$ cat config.mk
export PLATFORM = sky130hd
export DESIGN_NAME = display_scan_driver
export DESIGN_NICKNAME = d
export VERILOG_FILES = /design/src/rtl/display_scan_driver_pkg.sv /design/src/rtl/display_scan_driver_scan_phase_timer.sv /design/src/rtl/display_scan_driver.sv
export SDC_FILE = /design/constraint.sdc
export NUM_CORES = 1
export LEC_CHECK = 0
export CORE_AREA = 10 10 76 72
export CTS_BUF_LIST = sky130_fd_sc_hd__clkbuf_4 sky130_fd_sc_hd__clkbuf_8 sky130_fd_sc_hd__clkbuf_16
export DETAILED_ROUTE_END_ITERATION = 10
export DIE_AREA = 0 0 86 82
export GPL_ROUTABILITY_DRIVEN = 0
export PLACE_DENSITY = 0.63
export RECOVER_POWER = 25
export REMOVE_ABC_BUFFERS = 1
export SLEW_MARGIN = 20
export SYNTH_ARGS = -nofsm -noshare
export SYNTH_HDL_FRONTEND = slang
export SYNTH_SLANG_ARGS = --single-unit
$ cat constraint.sdc
create_clock -name clk -period 1.6 [get_ports clk]
set_input_delay 0.24 -clock clk [delete_from_list [all_inputs] [get_ports clk]]
set_output_delay 0.24 -clock clk [all_outputs]
set_load 0.01 [all_outputs]
$ cat src/rtl/display_scan_driver_pkg.sv
// Shared definitions for the 2-digit 7-segment scan driver: state encoding,
// digit-select codes and the segment polarity helper.
package display_scan_driver_pkg;

    typedef enum logic [2:0] {
        ST_IDLE    = 3'd0,
        ST_DIG_A   = 3'd1,
        ST_BLANK_A = 3'd2,
        ST_DIG_B   = 3'd3,
        ST_BLANK_B = 3'd4
    } scan_state_e;

    localparam logic [1:0] DIG_SEL_A    = 2'b01;
    localparam logic [1:0] DIG_SEL_B    = 2'b10;
    localparam logic [1:0] DIG_SEL_NONE = 2'b00;

    // Map an active-high segment pattern onto the physical bus polarity.
    function automatic logic [6:0] seg_drive(input logic [6:0] pat, input logic active_low);
        logic [6:0] res;
        if (active_low) begin
            res = ~pat;
        end else begin
            res = pat;
        end
        return res;
    endfunction

endpackage

$ cat src/rtl/display_scan_driver_scan_phase_timer.sv
// Phase timer for the scan FSM: counter with synchronous clear and enable.
// term_i is the terminal value of the phase the counter is about to be in,
// so last_o is a registered "this is the final cycle of the phase" flag.
module scan_phase_timer
    import display_scan_driver_pkg::*;
#(
    parameter int pCNT_WIDTH = 8
) (
    input  logic                  clk,
    input  logic                  rst_n,
    input  logic                  clr_i,
    input  logic                  inc_i,
    input  logic [pCNT_WIDTH-1:0] term_i,
    output logic                  last_o
);

    logic [pCNT_WIDTH-1:0] cnt_q, cnt_d;
    logic                  last_q, last_d;

    // Next count and the look-ahead terminal comparison.
    always_comb begin
        cnt_d = cnt_q;
        if (clr_i) begin
            cnt_d = '0;
        end else if (inc_i) begin
            cnt_d = cnt_q + pCNT_WIDTH'(1);
        end else begin
            cnt_d = cnt_q;
        end
        last_d = (cnt_d == term_i);
    end

    // Counter and last-flag registers with synchronous active-low reset.
    always_ff @(posedge clk) begin
        if (!rst_n) begin
            cnt_q  <= '0;
            last_q <= 1'b0;
        end else begin
            cnt_q  <= cnt_d;
            last_q <= last_d;
        end
    end

    assign last_o = last_q;

endmodule

$ cat src/rtl/display_scan_driver.sv
// Two-digit 7-segment scan driver: time-multiplexes seg_a (tens) and seg_b
// (units) onto one segment bus with a one-hot digit select, an all-off gap
// between digits, and a per-phase snapshot so a digit never tears.
// Optional build macro DISPLAY_BLINK_EN adds blink_req and frame-based blinking.
module display_scan_driver
    import display_scan_driver_pkg::*;
#(
    parameter int pSCAN_DIV       = 50,
    parameter int pBLANK_CYC      = 2,
    parameter int pCNT_WIDTH      = 8,
    parameter int pSEG_ACTIVE_LOW = 1
`ifdef DISPLAY_BLINK_EN
    ,
    parameter int pBLINK_FRAMES   = 25
`endif
) (
    input  logic       clk,
    input  logic       rst_n,
    input  logic       en,
    input  logic       lamp_test,
    input  logic [6:0] seg_a,
    input  logic [6:0] seg_b,
`ifdef DISPLAY_BLINK_EN
    input  logic       blink_req,
`endif
    output logic [6:0] seg_out,
    output logic [1:0] dig_sel,
    output logic       frame_done
);

    localparam logic                  ACT_LOW    = (pSEG_ACTIVE_LOW != 0);
    localparam logic [6:0]            SEG_OFF    = ACT_LOW ? 7'h7F : 7'h00;
    localparam logic [pCNT_WIDTH-1:0] DIG_TERM   = pCNT_WIDTH'(pSCAN_DIV - 1);
    localparam logic [pCNT_WIDTH-1:0] BLANK_TERM = (pBLANK_CYC > 0) ? pCNT_WIDTH'(pBLANK_CYC - 1) : '0;

    scan_state_e           state_q, state_d;
    logic [6:0]            snap_a_q, snap_a_d, snap_b_q, snap_b_d;
    logic [6:0]            seg_q, seg_d, lit_pat_s;
    logic [1:0]            dig_sel_q, dig_sel_d;
    logic                  frame_done_q, frame_done_d;
    logic                  enter_a_s, enter_b_s, clr_s, last_s, blank_digits_s;
    logic [pCNT_WIDTH-1:0] term_s;

    scan_phase_timer #(.pCNT_WIDTH(pCNT_WIDTH)) u_timer (
        .clk    (clk),
        .rst_n  (rst_n),
        .clr_i  (clr_s),
        .inc_i  (1'b1),
        .term_i (term_s),
        .last_o (last_s)
    );

    // Next-state logic; dropping en always returns to IDLE.
    always_comb begin
        state_d = state_q;
        if (!en) begin
            state_d = ST_IDLE;
        end else begin
            case (state_q)
                ST_IDLE:    state_d = ST_DIG_A;
                ST_DIG_A:   if (last_s) state_d = (pBLANK_CYC == 0) ? ST_DIG_B : ST_BLANK_A;
                            else        state_d = ST_DIG_A;
                ST_BLANK_A: if (last_s) state_d = ST_DIG_B;
                            else        state_d = ST_BLANK_A;
                ST_DIG_B:   if (last_s) state_d = (pBLANK_CYC == 0) ? ST_DIG_A : ST_BLANK_B;
                            else        state_d = ST_DIG_B;
                ST_BLANK_B: if (last_s) state_d = ST_DIG_A;
                            else        state_d = ST_BLANK_B;
                default:    state_d = ST_IDLE;
            endcase
        end
    end

    // Timer control: restart on every state entry (and while idle), with
    // the terminal value of the state being entered.
    always_comb begin
        clr_s = (state_d != state_q) || (state_d == ST_IDLE);
        case (state_d)
            ST_DIG_A, ST_DIG_B:     term_s = DIG_TERM;
            ST_BLANK_A, ST_BLANK_B: term_s = BLANK_TERM;
            default:                term_s = '1;
        endcase
    end

`ifdef DISPLAY_BLINK_EN
    localparam int BW = (pBLINK_FRAMES > 1) ? $clog2(pBLINK_FRAMES) : 1;
    logic [BW-1:0] blink_cnt_q, blink_cnt_d;
    logic          blink_phase_q, blink_phase_d;

    // Frame counter toggling the blink phase every pBLINK_FRAMES frames.
    always_comb begin
        blink_cnt_d   = blink_cnt_q;
        blink_phase_d = blink_phase_q;
        if (state_d == ST_IDLE) begin
            blink_cnt_d   = '0;
            blink_phase_d = 1'b0;
        end else if (frame_done_d) begin
            if (blink_cnt_q == BW'(pBLINK_FRAMES - 1)) begin
                blink_cnt_d   = '0;
                blink_phase_d = ~blink_phase_q;
            end else begin
                blink_cnt_d   = blink_cnt_q + BW'(1);
            end
        end else begin
            blink_cnt_d   = blink_cnt_q;
        end
        blank_digits_s = blink_req && blink_phase_d;
    end

    // Blink state registers.
    always_ff @(posedge clk) begin
        if (!rst_n) begin
            blink_cnt_q   <= '0;
            blink_phase_q <= 1'b0;
        end else begin
            blink_cnt_q   <= blink_cnt_d;
            blink_phase_q <= blink_phase_d;
        end
    end
`else
    assign blank_digits_s = 1'b0;
`endif

    // Snapshot capture and registered output values for the state being entered.
    always_comb begin
        enter_a_s    = (state_d == ST_DIG_A) && (state_q != ST_DIG_A);
        enter_b_s    = (state_d == ST_DIG_B) && (state_q != ST_DIG_B);
        snap_a_d     = enter_a_s ? seg_a : snap_a_q;
        snap_b_d     = enter_b_s ? seg_b : snap_b_q;
        frame_done_d = enter_a_s && ((state_q == ST_BLANK_B) || (state_q == ST_DIG_B));
        if (lamp_test) begin
            lit_pat_s = 7'h7F;
        end else if (state_d == ST_DIG_A) begin
            lit_pat_s = snap_a_d;
        end else begin
            lit_pat_s = snap_b_d;
        end
        case (state_d)
            ST_DIG_A: begin
                dig_sel_d = DIG_SEL_A;
                seg_d     = (blank_digits_s && !lamp_test) ? SEG_OFF : seg_drive(lit_pat_s, ACT_LOW);
            end
            ST_DIG_B: begin
                dig_sel_d = DIG_SEL_B;
                seg_d     = (blank_digits_s && !lamp_test) ? SEG_OFF : seg_drive(lit_pat_s, ACT_LOW);
            end
            default: begin
                dig_sel_d = DIG_SEL_NONE;
                seg_d     = SEG_OFF;
            end
        endcase
    end

    // State, snapshot and output registers.
    always_ff @(posedge clk) begin
        if (!rst_n) begin
            state_q      <= ST_IDLE;
            snap_a_q     <= 7'h00;
            snap_b_q     <= 7'h00;
            seg_q        <= SEG_OFF;
            dig_sel_q    <= DIG_SEL_NONE;
            frame_done_q <= 1'b0;
        end else begin
            state_q      <= state_d;
            snap_a_q     <= snap_a_d;
            snap_b_q     <= snap_b_d;
            seg_q        <= seg_d;
            dig_sel_q    <= dig_sel_d;
            frame_done_q <= frame_done_d;
        end
    end

    assign seg_out    = seg_q;
    assign dig_sel    = dig_sel_q;
    assign frame_done = frame_done_q;

endmodule

Word-level counts from Yosys, hierarchy flattened

Index checks and enable logic that the tools add are counted.

Equal/unequal tests: 12
Reductions and logical operators: 10
Bitwise operators: 1
Mux-type cells: 13
Divide/modulo/power cells: 0
Add/subtract/negate cells: 1
Order comparisons: 0
Shifts and indexed selects: 0
$mul: 0

Operators with widths:

| operator                                            | count |
|---|---|
| two-way mux 7 bit                                   | 4 |
| case mux 8 bit (2 select lines)                     | 1 |
| case mux 3 bit (5 select lines)                     | 1 |
| equality test 3 x 2 -> 1 bit, second input constant | 4 |
| two-way mux 3 bit                                   | 3 |
| adder 8 x 1 -> 8 bit, second input constant         | 1 |
| equality test 8 bit                                 | 1 |
| two-way mux 8 bit                                   | 1 |
| inverter 7 bit                                      | 1 |
| equality test 3 x 1 -> 1 bit, second input constant | 2 |
| equality test 3 bit, second input constant          | 2 |
| zero test 3 bit                                     | 2 |
| case mux 2 bit (2 select lines)                     | 1 |
| OR reduction 2 bit                                  | 2 |
| logical AND 1 bit                                   | 3 |
| != test 3 x 1 -> 1 bit, second input constant       | 1 |
| != test 3 x 2 -> 1 bit, second input constant       | 1 |
| != test 3 bit                                       | 1 |
| logical OR 1 bit                                    | 2 |
| two-way mux 2 bit                                   | 1 |
| AND reduction 2 bit                                 | 1 |
| two-way mux 1 bit                                   | 1 |

Flip-flop bits (word level): 36
Bits in latches: 0
ROM bits: 0
Memories kept: 0
Memory bits (writable): 0

Logic depth before layout (Yosys ltp)

Word-level depth: 9
Gate-level depth with buffers: 7
Mapped depth without buffers: 5

By module

From an unflattened synthesis, not the netlist that was laid out.

Cells, all modules: 177
Area, all modules: 1725.4 um^2

By module, submodules not included:

| module              | times used | cells each | sequential area each (um^2) | area an instance (um^2) |
|---|---|---|---|---|
| display_scan_driver | 1          | 107        | 540.5                       | 1141.1 |
| scan_phase_timer    | 1          | 70         | 180.2                       | 584.3 |

Worst setup path after synthesis

No wires, ideal clock.

Path type: register -> register
Start: register u_timer.cnt_q[0]
End: register u_timer.last_q (netlist: u_timer.last_o)
Buffers on the path: 0
Path slack: 112 ps
Required time: 1481 ps
Cell stages (with the launch flop): 6
Period minus slack after synthesis: 1488 ps
Arrival: 1369 ps
Library setup time: 119 ps
Path through: dfxtp_1 ha_1 nand3_1 xor2_1 and4_1 o221a_1

Word-level cells in the longest chain between the ends: 3

RTL lines:

| what                   | line                                       | source |
|---|---|---|
| start, declared        | display_scan_driver_scan_phase_timer.sv:17 | `logic [pCNT_WIDTH-1:0] cnt_q, cnt_d;` |
| start signal, assigned | display_scan_driver_scan_phase_timer.sv:39 | `cnt_q <= cnt_d;` |
| adder 8 x 1 -> 8 bit   | display_scan_driver_scan_phase_timer.sv:26 | `cnt_d = cnt_q + pCNT_WIDTH'(1);` |
| two-way mux 8 bit      | display_scan_driver_scan_phase_timer.sv:23 | `if (clr_i) begin` |
| equality test 8 bit    | display_scan_driver_scan_phase_timer.sv:30 | `last_d = (cnt_d == term_i);` |
| end signal, assigned   | display_scan_driver_scan_phase_timer.sv:40 | `last_q <= last_d;` |
| end, declared          | display_scan_driver_scan_phase_timer.sv:18 | `logic last_q, last_d;` |

No other way between the ends.
A chain may end at the register's enable or synchronous reset.

==> results.sh <==
export IMPL_drv_slew=0
export IMPL_setup_viol=0
export IMPL_ys_seq_area_share_pct=47.6
export IMPL_cts_buffer_depth=2
export IMPL_first_pass_iters=5
export IMPL_post_cts_repair_setup_buffers=0
export IMPL_ys_warn_count=0
export IMPL_slew_headroom_pct=79.5
export IMPL_p_total_mw=1.81
export IMPL_fmax_mhz=650
export IMPL_rr_startpoint="u_timer.cnt_q[1]"
export IMPL_startpoint_type="input port"
export IMPL_wl_um=3430
export IMPL_num_vias=1191
export IMPL_initial_core_util_pct=38.4
export IMPL_crit_family="buffers and inverters"
export IMPL_drc=0
export IMPL_numPlacedInstances=239
export IMPL_startpoint="rst_n"
export IMPL_outcome="completed"
export IMPL_die_w_um=86
export IMPL_crit_chain="dlygate4sd3_1 -> nand2_2 -> or4b_1 -> buf_4 -> nor2_8 -> o221a_1"
export IMPL_p_leak_nw=0.885
export IMPL_yosysTopAreaCellShare_pct=47.6
export IMPL_grt_pass1_wl_um=5520
export IMPL_hold_viol=0
export IMPL_h_tree_depth=2
export IMPL_clkLatencyLatePin_ns=0.29
export IMPL_instances_no_fill=247
export IMPL_cts_tree="yes"
export IMPL_cts_hold_buffers_added=0
export IMPL_yosysTopAreaCell="dfxtp_1"
export IMPL_ys_seq_elements=36
export IMPL_ios=28
export IMPL_hold_slack_ns=0.518
export IMPL_hold_start="snap_b_q[5]"
export IMPL_numClockSinks=36
export IMPL_cp_arrival_ns=1.77
export IMPL_die_h_um=82
export IMPL_critPathKind="input port to flop"
export IMPL_rows=22
export IMPL_diodes=0
export IMPL_via_per_inst=4.82
export IMPL_vdd_ir_drop_max_mv=0.527
export IMPL_tns_ns=0
export IMPL_synth_area_mm2=0.00151
export IMPL_synth_cells=146
export IMPL_core_area_mm2=0.00394
export IMPL_fin_worst_skew_ns=0.00175
export IMPL_crit_required_ns=1.83
export IMPL_fin_nets=217
export IMPL_dpl_cell_area_mm2=0.00198
export IMPL_wl_per_cell_um=13.9
export IMPL_maxCapViolations=0
export IMPL_grtUsageTotal_pct=10.0
export IMPL_cts_root_buf="clkbuf_8"
export IMPL_grt_pass1_vias=1175
export IMPL_critPathMaxStageDelay_ns=0.58
export IMPL_synthDistinctLibCells=33
export IMPL_syn_to_final_growth_pct=42.0
export IMPL_hpwl_um=2590
export IMPL_drt_iter0_drc=33
export IMPL_synth_avg_cell_area_um2=10.4
export IMPL_tightest_slew_ns=0.307
export IMPL_antenna_found_initial=0
export IMPL_grt_max_degree=15
export IMPL_hp_class="flop to flop"
export IMPL_die_area_mm2=0.00705
export IMPL_final_cell_area_mm2=0.00215
export IMPL_finalCriticalPeriod_ns=1.54
export IMPL_path_buf_inv=2
export IMPL_cp_max_fo=8
export IMPL_synthTopCellsByArea="dfxtp_1, mux2i_1, nor2b_1"
export IMPL_numCtsBuffers=5
export IMPL_power_density_mw_per_mm2=840
export IMPL_antenna_left=0
export IMPL_cts_clk_slew_worst_paths_ns=0.07
export IMPL_io_buffer_count=27
export IMPL_drive_above_1_share_pct=28.1
export IMPL_overflow=0
export IMPL_cp_slowest_cell="dlygate4sd3_1"
export IMPL_finalCritPeriodShare_pct=96.1
export IMPL_crit_path_end_kind="flop"
## flip-flops by register name, summed over array words and instances (netlist names)
name and cells:
snap_a_q 7, dig_sel 2, snap_b_q 7, seg_out 7, u_timer.last_o 1, frame_done 1
u_timer.cnt_q 8, state_q 3
## per-layer routing
layer	GRT usage, %	routed length [um]
met1	12.0	1590
met2	14.9	1560
met3	3.96	180
met4	6.09	102
met5	0	0
## metrics by stage
| step | util, % | setup WS [ns] |
|---|---|---|
| 2_1_floorplan | - | 0.0124 |
| 3_3_place_gp | 50.3 | -0.208 |
| 3_5_place_dp | 50.3 | -0.232 |
| 4_1_cts | 52.9 | 0.0104 |
| 5_1_grt | 54.6 | -0.00410 |
| 6_report | 54.6 | 0.0625 |
## layout by cell type (no fill, tap or decap), drive strengths merged, types with 3 or more instances in the layout
cell and instances:
and3 4, buf 25, clkbuf 8, clkdlybuf4s50 24, dfxtp 36, mux2i 21
nand2 5, nand2b 3, nand3 6, nor2 10, nor2b 15, nor3 7
o21ai 9, xor2 6
## final cells by class
class / count / area (um2)
Inverter: 1 / 3.75
Clock buffer: 7 / 90.1
Fill cell: 349 / 1790
Sequential cell: 36 / 726
Tap cell: 48 / 60.1
Clock inverter: 1 / 7.51
Timing Repair Buffer: 53 / 468
Multi-Input combinational cell: 101 / 793
## tightest hold or removal path: stages (launching register included)
cell     delay [ns]
dfxtp_1        0.31
mux2i_1        0.08
nor2b_1        0.10
## report_power, final
group,leakage (nW),internal [mW],switching [mW]
sequential,0.295,0.919,0.00874
combinational,0.542,0.118,0.0735
clock,0.0479,0.367,0.320
## cells by family after synthesis
| group | after synthesis | synth area share [%] |
|---|---|---|
| xor+xnor | 8 | 4.63 |
| buf+inv | 9 | 3.97 |
| compound gates | 13 | 5.62 |
| flops | 36 | 47.6 |
| fa+ha+maj | 1 | 0.827 |
| simple gates | 58 | 23.4 |
| mux | 21 | 13.9 |
## final timing paths
kind                                  endpoint  slack, ns  cells after the start
worst max-delay path            u_timer.last_o       0.06                      6
worst min-delay path               snap_b_q[5]       0.52                      2
worst max register to register  u_timer.last_o       0.07                      5
worst min register to register     snap_b_q[5]       0.52                      2
## synthesized netlist by cell type
cell	number
dfxtp_1	36
xnor2_1	2
clkbuf_1	1
nor2_1	9
nand3_1	5
o21ai_0	8
inv_1	1
ha_1	1
o221a_1	1
nand2_2	1
xor2_1	6
or4b_1	1
and4_1	1
mux2i_1	21
nor4_2	1
nand4b_1	2
nor2_8	1
nand2b_1	3
o21ai_1	1
nor3_1	7
nor3b_1	1
a31oi_1	1
and3_1	4
nand3_2	1
o31a_2	1
nand2_1	4
buf_6	2
nor2b_1	15
and2b_2	1
a211oi_2	1
nor4_1	1
buf_4	2
buf_2	3
## repair_timing
| item | 4_1_cts | 5_1_grt |
|---|---|---|
| endpoints found under the hold margin | 0 | 0 |
| pin swaps | 0 | 1 |
| resized for setup | 2 | 19 |
| setup endpoints to repair | 9 | 7 |
Power figures use the tool's default switching activity.
